## src/rtl/vga_pattern_engine_if.sv

```systemverilog
// Pin bundle of the VGA pattern engine: pattern controls in, timing/pixel/frame status out.
// The slave side is the engine; the master side is whoever drives mode/fg_color and watches the pins.
interface vga_pattern_engine_if #(
   parameter int COORD_W = 10
) ();
   logic [1:0]         mode;
   logic [11:0]        fg_color;
   logic               hsync;
   logic               vsync;
   logic               de;
   logic [COORD_W-1:0] x;
   logic [COORD_W-1:0] y;
   logic [3:0]         vgaRed;
   logic [3:0]         vgaGreen;
   logic [3:0]         vgaBlue;
   logic               frame_start;
   logic [15:0]        frame_count;

   modport master (
      output mode, fg_color,
      input  hsync, vsync, de, x, y, vgaRed, vgaGreen, vgaBlue, frame_start, frame_count
   );

   modport slave (
      input  mode, fg_color,
      output hsync, vsync, de, x, y, vgaRed, vgaGreen, vgaBlue, frame_start, frame_count
   );
endinterface

```

## src/rtl/vga_pattern_engine.sv

```systemverilog
// Parametrised VGA timing generator with a pixel clock-enable, a 2-stage registered pixel
// pipeline, four runtime-selectable test patterns, and frame-start / frame-count status.
module vga_pattern_engine #(
   parameter int CLK_DIV   = 4,
   parameter int H_ACTIVE  = 640,
   parameter int H_FP      = 16,
   parameter int H_SYNC    = 96,
   parameter int H_BP      = 48,
   parameter int V_ACTIVE  = 480,
   parameter int V_FP      = 10,
   parameter int V_SYNC    = 2,
   parameter int V_BP      = 33,
   parameter int HS_POL    = 0,
   parameter int VS_POL    = 0,
   parameter int COORD_W   = 10,
   parameter int CHK_SHIFT = 5
) (
   input logic                 clk,
   input logic                 rst,
   vga_pattern_engine_if.slave vga
);
   localparam int H_TOTAL  = H_ACTIVE + H_FP + H_SYNC + H_BP;
   localparam int V_TOTAL  = V_ACTIVE + V_FP + V_SYNC + V_BP;
   localparam int HS_START = H_ACTIVE + H_FP;
   localparam int VS_START = V_ACTIVE + V_FP;
   localparam int BAR_W    = H_ACTIVE / 8;
   localparam int DIV_W    = (CLK_DIV > 1) ? $clog2(CLK_DIV) : 1;
   localparam logic HS_ON  = 1'(HS_POL);
   localparam logic VS_ON  = 1'(VS_POL);

   typedef logic [COORD_W-1:0] coord_t;

   typedef struct packed {
      logic   de;
      logic   hs;
      logic   vs;
      coord_t x;
      coord_t y;
   } timing_t;

   localparam timing_t TIMING_RST = '{de: 1'b0, hs: ~HS_ON, vs: ~VS_ON, x: '0, y: '0};

   logic [DIV_W-1:0] div_cnt_q, div_cnt_d;
   coord_t           hcnt_q, hcnt_d, vcnt_q, vcnt_d;
   logic             wrap0_q, wrap0_d;
   logic [1:0]       mode_q, mode_d;
   timing_t          s1_q, s1_d, s2_q, s2_d;
   logic [2:0]       bar1_q, bar1_d;
   coord_t           bar_pos1_q, bar_pos1_d;
   logic             sof1_q, sof1_d;
   logic [11:0]      rgb_q, rgb_d;
   logic             frame_start_q, frame_start_d;
   logic [15:0]      frame_count_q, frame_count_d;

   logic        pix_ce, h_last, v_last;
   logic [15:0] fc_next;
   logic [11:0] pattern_rgb;

   assign pix_ce  = (div_cnt_q == DIV_W'(CLK_DIV - 1));
   assign h_last  = (hcnt_q == coord_t'(H_TOTAL - 1));
   assign v_last  = (vcnt_q == coord_t'(V_TOTAL - 1));
   // The gradient's blue channel shows the count of the frame being output, including its first pixel.
   assign fc_next = sof1_q ? frame_count_q + 16'd1 : frame_count_q;

   always_comb begin
      pattern_rgb = 12'h000;
      unique case (mode_q)
         2'd0: pattern_rgb = vga.fg_color;
         2'd1: begin
            unique case (bar1_q)
               3'd0: pattern_rgb = 12'hFFF;
               3'd1: pattern_rgb = 12'hFF0;
               3'd2: pattern_rgb = 12'h0FF;
               3'd3: pattern_rgb = 12'h0F0;
               3'd4: pattern_rgb = 12'hF0F;
               3'd5: pattern_rgb = 12'hF00;
               3'd6: pattern_rgb = 12'h00F;
               3'd7: pattern_rgb = 12'h000;
            endcase
         end
         2'd2: pattern_rgb = (s1_q.x[CHK_SHIFT] ^ s1_q.y[CHK_SHIFT]) ? 12'h000 : vga.fg_color;
         2'd3: pattern_rgb = {s1_q.x[9:6], s1_q.y[8:5], fc_next[3:0]};
      endcase
   end

   // NOTE: every _d starts from its _q (or a pulse default), so no path through this block can infer a latch.
   always_comb begin
      div_cnt_d     = pix_ce ? '0 : div_cnt_q + 1'b1;
      hcnt_d        = hcnt_q;
      vcnt_d        = vcnt_q;
      wrap0_d       = wrap0_q;
      mode_d        = mode_q;
      s1_d          = s1_q;
      s2_d          = s2_q;
      bar1_d        = bar1_q;
      bar_pos1_d    = bar_pos1_q;
      sof1_d        = sof1_q;
      rgb_d         = rgb_q;
      frame_start_d = 1'b0;
      frame_count_d = frame_count_q;

      if (pix_ce) begin
         hcnt_d  = h_last ? '0 : hcnt_q + 1'b1;
         if (h_last) vcnt_d = v_last ? '0 : vcnt_q + 1'b1;
         wrap0_d = h_last && v_last;
         if (hcnt_q == '0 && vcnt_q == '0) mode_d = vga.mode;

         s1_d.de = (hcnt_q < coord_t'(H_ACTIVE)) && (vcnt_q < coord_t'(V_ACTIVE));
         s1_d.hs = (hcnt_q >= coord_t'(HS_START) && hcnt_q < coord_t'(HS_START + H_SYNC)) ? HS_ON : ~HS_ON;
         s1_d.vs = (vcnt_q >= coord_t'(VS_START) && vcnt_q < coord_t'(VS_START + V_SYNC)) ? VS_ON : ~VS_ON;
         s1_d.x  = hcnt_q;
         s1_d.y  = vcnt_q;
         sof1_d  = wrap0_q;

         // Bar index follows x1 by counting pixels within the current bar rather than dividing.
         if (hcnt_q == '0) begin
            bar1_d     = '0;
            bar_pos1_d = '0;
         end else if (bar_pos1_q == coord_t'(BAR_W - 1)) begin
            bar1_d     = bar1_q + 3'd1;
            bar_pos1_d = '0;
         end else begin
            bar_pos1_d = bar_pos1_q + 1'b1;
         end

         s2_d          = s1_q;
         rgb_d         = s1_q.de ? pattern_rgb : 12'h000;
         frame_start_d = sof1_q;
         frame_count_d = fc_next;
      end
   end

   always_ff @(posedge clk) begin
      if (rst) begin
         div_cnt_q     <= '0;
         hcnt_q        <= '0;
         vcnt_q        <= '0;
         wrap0_q       <= 1'b0;
         mode_q        <= 2'd0;
         s1_q          <= TIMING_RST;
         s2_q          <= TIMING_RST;
         bar1_q        <= '0;
         bar_pos1_q    <= '0;
         sof1_q        <= 1'b0;
         rgb_q         <= 12'h000;
         frame_start_q <= 1'b0;
         frame_count_q <= 16'd0;
      end else begin
         // NOTE: non-blocking updates let every flop see the pre-edge value of its neighbours.
         div_cnt_q     <= div_cnt_d;
         hcnt_q        <= hcnt_d;
         vcnt_q        <= vcnt_d;
         wrap0_q       <= wrap0_d;
         mode_q        <= mode_d;
         s1_q          <= s1_d;
         s2_q          <= s2_d;
         bar1_q        <= bar1_d;
         bar_pos1_q    <= bar_pos1_d;
         sof1_q        <= sof1_d;
         rgb_q         <= rgb_d;
         frame_start_q <= frame_start_d;
         frame_count_q <= frame_count_d;
      end
   end

   assign vga.hsync       = s2_q.hs;
   assign vga.vsync       = s2_q.vs;
   assign vga.de          = s2_q.de;
   assign vga.x           = s2_q.x;
   assign vga.y           = s2_q.y;
   assign vga.vgaRed      = rgb_q[11:8];
   assign vga.vgaGreen    = rgb_q[7:4];
   assign vga.vgaBlue     = rgb_q[3:0];
   assign vga.frame_start = frame_start_q;
   assign vga.frame_count = frame_count_q;
endmodule

```

## src/flat_wrapper.sv

```systemverilog
// flat-port wrapper written by rule: the top's interface ports become plain ports
module vga_pattern_engine_flat 
#(
   parameter int CLK_DIV   = 4,
   parameter int H_ACTIVE  = 640,
   parameter int H_FP      = 16,
   parameter int H_SYNC    = 96,
   parameter int H_BP      = 48,
   parameter int V_ACTIVE  = 480,
   parameter int V_FP      = 10,
   parameter int V_SYNC    = 2,
   parameter int V_BP      = 33,
   parameter int HS_POL    = 0,
   parameter int VS_POL    = 0,
   parameter int COORD_W   = 10,
   parameter int CHK_SHIFT = 5
)
  (clk, rst, vga_mode, vga_fg_color, vga_hsync, vga_vsync, vga_de, vga_x, vga_y, vga_vgaRed, vga_vgaGreen, vga_vgaBlue, vga_frame_start, vga_frame_count);
  vga_pattern_engine_if #(.COORD_W(COORD_W)) vga_i ();
  input logic clk;
  input logic rst;
  input wire logic [$bits(vga_i.mode)-1:0] vga_mode;
  input wire logic [$bits(vga_i.fg_color)-1:0] vga_fg_color;
  output wire logic [$bits(vga_i.hsync)-1:0] vga_hsync;
  output wire logic [$bits(vga_i.vsync)-1:0] vga_vsync;
  output wire logic [$bits(vga_i.de)-1:0] vga_de;
  output wire logic [$bits(vga_i.x)-1:0] vga_x;
  output wire logic [$bits(vga_i.y)-1:0] vga_y;
  output wire logic [$bits(vga_i.vgaRed)-1:0] vga_vgaRed;
  output wire logic [$bits(vga_i.vgaGreen)-1:0] vga_vgaGreen;
  output wire logic [$bits(vga_i.vgaBlue)-1:0] vga_vgaBlue;
  output wire logic [$bits(vga_i.frame_start)-1:0] vga_frame_start;
  output wire logic [$bits(vga_i.frame_count)-1:0] vga_frame_count;
  assign vga_i.mode = vga_mode;
  assign vga_i.fg_color = vga_fg_color;
  assign vga_hsync = vga_i.hsync;
  assign vga_vsync = vga_i.vsync;
  assign vga_de = vga_i.de;
  assign vga_x = vga_i.x;
  assign vga_y = vga_i.y;
  assign vga_vgaRed = vga_i.vgaRed;
  assign vga_vgaGreen = vga_i.vgaGreen;
  assign vga_vgaBlue = vga_i.vgaBlue;
  assign vga_frame_start = vga_i.frame_start;
  assign vga_frame_count = vga_i.frame_count;
  vga_pattern_engine #(.CLK_DIV(CLK_DIV), .H_ACTIVE(H_ACTIVE), .H_FP(H_FP), .H_SYNC(H_SYNC), .H_BP(H_BP), .V_ACTIVE(V_ACTIVE), .V_FP(V_FP), .V_SYNC(V_SYNC), .V_BP(V_BP), .HS_POL(HS_POL), .VS_POL(VS_POL), .COORD_W(COORD_W), .CHK_SHIFT(CHK_SHIFT)) u_core (.clk(clk), .rst(rst), .vga(vga_i));
endmodule
```

## config.mk

```make
export PLATFORM = sky130hd
export DESIGN_NAME = vga_pattern_engine_flat
export DESIGN_NICKNAME = d
export VERILOG_FILES = /design/src/rtl/vga_pattern_engine_if.sv /design/src/rtl/vga_pattern_engine.sv /design/src/flat_wrapper.sv
export SDC_FILE = /design/constraint.sdc
export NUM_CORES = 1
export LEC_CHECK = 0
export BUFFER_PORTS_ARGS = -buffer_cell sky130_fd_sc_hd__buf_2
export CAP_MARGIN = 10
export CELL_PAD_IN_SITES_DETAIL_PLACEMENT = 1
export CELL_PAD_IN_SITES_GLOBAL_PLACEMENT = 2
export CORE_UTILIZATION = 38
export CTS_CLUSTER_DIAMETER = 200
export DETAILED_ROUTE_END_ITERATION = 8
export GPL_ROUTABILITY_DRIVEN = 1
export HOLD_SLACK_MARGIN = 0.05
export PLACE_DENSITY = 0.91
export SLEW_MARGIN = 20
export SYNTH_ARGS = -nofsm -noshare
export SYNTH_HDL_FRONTEND = slang
export SYNTH_SLANG_ARGS = --single-unit
```

## constraint.sdc

```tcl
create_clock -name clk -period 5.6 [get_ports clk]
set_clock_uncertainty 0.15 [all_clocks]
set_input_delay 0 -clock clk [delete_from_list [all_inputs] [get_ports clk]]
set_output_delay 0 -clock clk [all_outputs]
set_load 0.02 [all_outputs]
```

# == Yosys cells after proc, flatten, opt, wreduce, memory -nomap -nowiden ==
# Memory sizes are Yosys's and may differ from the RTL's. A register that Yosys moved wholly into a read port is not among the register bits.
# Index checks and enable logic that the tools add are counted.
# op_classes
addsub,6
n_lt_le_gt_ge,6
n_eq_ne,7
mux,14
bitwise_logic,2
reduce_logical,15
# ops
operator,n
$pmux W12 S4,1
$mux W10,4
$add A10 B1 Y10 const B,3
$mux W12,2
$eq A10 B10 Y1 const B,2
$logic_not A10 Y1,2
$lt A10 B10 Y1 const B,2
$lt A10 B9 Y1 const B,2
$add A16 B1 Y16 const B,1
$mux W3,4
$eq A10 B7 Y1 const B,1
$ge A10 B10 Y1 const B,1
$ge A10 B9 Y1 const B,1
$reduce_and A2 Y1,4
$eq A2 B2 Y1 const B,3
$logic_and A1 B1 Y1,5
$mux W4,1
$reduce_or A2 Y1,2
$add A3 B1 Y3 const B,1
$add A2 B1 Y2 const B,1
$eq A2 B1 Y1 const B,1
$logic_not A2 Y1,1
$mux W1,2
$reduce_bool A2 Y1,1
other kinds (2),2
# word_totals
ff_bits,114
romBits,96
output_inout_bits,52
wordCells,73
n_memories,1
# memory_table
memory,depth,width,rd,rd_ports_with_merged_regs,write_ports,line_no,rtl
(no name shown),8,12,1,1,0,vga_pattern_engine.sv:70,unique case (bar1_q)

# == Longest topological paths before layout ==
# logic_depth
depth_word,5
depth_mapped,7
mapped_depth_nobuf,6

# == Least setup slack after synthesis ==
# OpenSTA, ideal clock, no wires.
# synth_timing
kind,register to register
startpoint,register u_core.hcnt_q[5]
endpoint,register u_core.vcnt_q[9]
arrival_ns,1.951
required_ns,5.363
path_slack_ns,3.412
path_stages_with_launch,6
n_path_buf,1
period_less_slack_ns,2.188
path_cell_list,dfxtp_1 buf_6 or4b_1 or4_4 or4_1 o31ai_1
# synth_between
elab_chain_len,2
# synth_lines
element,line_no,rtl
start: declaration,vga_pattern_engine.sv:44,"coord_t hcnt_q, hcnt_d, vcnt_q, vcnt_d;"
start signal: assignment,vga_pattern_engine.sv:151,hcnt_q <= hcnt_d;
$eq A10 B10 Y1,vga_pattern_engine.sv:60,assign h_last = (hcnt_q == coord_t'(H_TOTAL - 1));
$reduce_and A2 Y1 (no line),-,
end signal: assignment,vga_pattern_engine.sv:152,vcnt_q <= vcnt_d;
end: declaration,vga_pattern_engine.sv:44,
# Every way passes these cells.
# A chain may end at the register's enable or synchronous reset.

# == Worst setup path in the final report ==
# layout_timing
startpoint,register u_core.div_cnt_q[0]
endpoint,register u_core.bar1_q[0]
# layout_between
elab_chain_len,2
# layout_lines
element,line_no,rtl
start: declaration,vga_pattern_engine.sv:43,"logic [DIV_W-1:0] div_cnt_q, div_cnt_d;"
start signal: assignment,vga_pattern_engine.sv:150,div_cnt_q <= div_cnt_d;
$eq A2 B2 Y1,vga_pattern_engine.sv:59,assign pix_ce = (div_cnt_q == DIV_W'(CLK_DIV - 1));
$reduce_and A2 Y1 (no line),-,
end signal: assignment,vga_pattern_engine.sv:157,bar1_q <= bar1_d;
end: declaration,vga_pattern_engine.sv:48,"logic [2:0] bar1_q, bar1_d;"
# Every way passes these cells.

==> results_dict.tcl <==
set metrics [dict create \
    vias 4238 \
    combPwrFrac_pct 3.9 \
    n_antenna_cell 0 \
    drive_gt1_share_pct 16.4 \
    clk_pin_slew_ps 50 \
    status "finished clean" \
    grt_max_degree 54 \
    synthTopCellsByArea "dfxtp_1, mux2i_1, nor2_1" \
    drt_iter0_markers 120 \
    switching_power_mw 0.432 \
    grt_pass1_vias 4422 \
    power_frac_seq_pct 39.1 \
    slew-limit-headroom_pct 35.3 \
    final_nets 657 \
    critPathBufInv 2 \
    grt_use_total_pct 21.1 \
    syn_area_per_cell_um2 8.89 \
    cts_tree "yes" \
    antenna_found_initial 0 \
    yosysTopAreaCell "dfxtp_1" \
    finalHoldViolations 0 \
    routed_wl_mm 13.1 \
    fmax_ghz 0.316 \
    core_mm2 0.0127 \
    gp_congestion 0.757 \
    register_area_mm2 0.00234 \
    hpwl_mm 8.66 \
    clock_latency_ps 420 \
    multi_input_area_mm2 0.00249 \
    cts_root_buffer "clkbuf_16" \
    ff2ff_setup_slack_ps 2430 \
    htreeDepth 4 \
    start_util_pct 39.4 \
    rows 41 \
    drv_cap 0 \
    grt_overflow 0 \
    ant_nets 0 \
    critPathKind "reg2reg" \
    yosysTopAreaCellShare_pct 46.7 \
    synth_cell_types 44 \
    finalSetupTns_ps 0 \
    die_area_mm2 0.0137 \
    areaGrowthSynthToFinish_pct 24.9 \
    p_int_mw 1.73 \
    drt-vias-per-instance 5.18 \
    p_sw_share_pct 20.0 \
    clock-sinks 117 \
    p_per_area_mw_per_mm2 345 \
    cp-end-kind "register" \
    peakVddDrop_uv 240 \
    cts.path.max_buffers 2 \
    cts.repair.resized 0 \
    arrival_ps 3320 \
    rsz0062_at_grt "no" \
    pre_cts_ws_ps 2410 \
    wire_per_inst_um 16.0 \
    syn-num-nets 588 \
    ys_warn_count 0 \
    ys_seq_area_share_pct 46.7 \
    die_h_um 117 \
    io_pins 68 \
    ys_ff_latch 117 \
    cts_made_buffers 17 \
    drtPass1Iterations 4 \
    netlist_area_mm2 0.00502 \
    slowest_delay_ps 680 \
    crit_chain "ha_2 -> buf_4 -> clkinv_1 -> a21oi_2 -> mux2_2" \
    route.detailed.drc 0 \
    synthCells 564 \
    die_x_um 117 \
    cp_top_family "buffers and inverters" \
    period_share_pct 56.5 \
    finalSetupViolCount 0 \
    final-max-slew-violation-count 0 \
    worst_slack_ps 2430 \
    cp_max_fo 53 \
    crit_slowest_cell "buf_4" \
    required_ps 5750 \
    worstHoldPathType "in2reg" \
    utilization_pct 49.2 \
    crit_path_start_kind "register" \
    min_period_ps 3170 \
    p_leak_nw 2.37 \
    clkPwrFrac_pct 57.0 \
    port_buffers 67 \
    worstMarginPinSlew_ps 971 \
    nFillCells 1516 \
    grt_pass1_wl_mm 21.7 \
]
==> final cells by class <==
class | instances | area share, %
multi-input cells | 400 | 39.8
flip-flops and latches | 117 | 37.4
repair buffers | 84 | 7.99
clock buffers | 23 | 7.47
well taps | 172 | 3.44
clock inverters | 9 | 3.16
inverters | 13 | 0.779
==> cells in the mapped netlist, drive strengths merged <==
cell	n
nand4	16
a211o	4
o311ai	3
ha	8
xnor2	14
or4	4
nand3b	1
nor2	71
mux2i	46
o21ai	30
clkbuf	31
and2	8
nand2	51
nand4b	1
nor4b	1
nor3b	2
o31ai	2
or2	1
or4b	1
mux2	3
nor4	7
xor2	16
or3	12
a211oi	2
dfxtp	117
nor3	14
a31oi	1
nor2b	6
o221ai	1
a21o	1
nand2b	4
inv	12
a22oi	9
and4b	1
a2111o	1
buf	3
and4	5
a21oi	25
nand3	22
clkinv	1
and3	6
==> routing by layer <==
layer / track usage (%) / vias up / wire length [um] / share of wire, %
li1: - / 2106 / - / -
met4: 9.03 / 0 / 204 / 1.6
met2: 38.1 / 68 / 6720 / 51
met3: 5.92 / 17 / 408 / 3.1
met5: 0 / - / 0 / 0
met1: 23.3 / 2047 / 5730 / 44
==> flip-flops by register name, indices dropped and copies added, names as in the netlist, 2 cells and up, named ones only <==
name                    cells
u_core.bar1_q               3
u_core.bar_pos1_q          10
u_core.div_cnt_q            2
u_core.hcnt_q              10
u_core.mode_q               2
u_core.rgb_q               12
u_core.s1_q                23
u_core.vcnt_q              10
u_core.vga.frame_count     16
u_core.vga.x               10
u_core.vga.y               10
==> final timing paths <==
path	start	end	depth (start not counted)
worst min register to register	u_core.vga.de	u_core.vga.de	2
worst max register to register	u_core.div_cnt_q[0]	u_core.bar1_q[0]	5
worst max-delay path	u_core.div_cnt_q[0]	u_core.bar1_q[0]	5
worst min-delay path	vga_mode[0]	u_core.mode_q[0]	4
==> repair_timing <==
action	in CTS	in global routing
buffers inserted	0	0
endpoints found under the hold margin	28	0
hold buffers	15	0
==> worst register-to-register path, cell delays in order, from the launching register on <==
cell and delay, ps:
dfxtp_1 350, ha_2 360, buf_4 690, clkinv_1 570, a21oi_2 540, mux2_2 400
==> power by group through the flow <==
stage / Clock [mW] / Sequential, mW / Combinational, mW
floorplan: 0 / 0.861 / 0.0552
global placement: 0 / 0.862 / 0.0728
detailed placement: 0 / 0.862 / 0.0751
CTS: 1.25 / 0.845 / 0.0842
global route: 1.29 / 0.845 / 0.0919
finish: 1.23 / 0.845 / 0.0836
==> stage by stage <==
stage                     instance area (um^2)  hold slack, ps  instances  power (mW)
final                                     6260             246        818        2.16
after global routing                      6260             255        818        2.23
after CTS                                 6260             239        818        2.18
after detailed placement                  5450             134        771       0.937
after global placement                    5450             129        771       0.935
after floorplan                           5020            1.88        564       0.916
==> cells in the final DEF, fill, tap and decap left out, types with 3 or more instances in the layout <==
master,count
nand2_1,51
clkbuf_1,4
a22oi_1,9
clkbuf_16,17
dfxtp_1,117
ha_1,7
o21ai_0,30
nor2b_1,6
inv_1,12
o311ai_0,3
nor4_1,7
or3_1,12
a21oi_1,23
and2_1,8
xnor2_1,14
nand3_1,22
nand2b_1,4
mux2i_1,46
nand4_1,16
xor2_1,16
a211o_1,4
buf_2,67
and3_1,6
bufinv_16,6
dlygate4sd3_1,15
nor3_1,14
nor2_1,70
and4_1,5
mux2_2,3
==> kinds of logic (layout without fill, tap and decap cells) <==
logic type	count (synthesis)	in the layout	share of synthesized area, %
adders and majority gates	8	8	2.00
AOI/OAI and AO/OA	79	79	9.48
muxes	49	49	9.85
buffers and inverters	47	129	3.72
DFF	117	117	46.7
and+or+nand+nor	234	234	23.0
xor gates and xnor gates	30	30	5.24
Power figures use the tool's default switching activity.
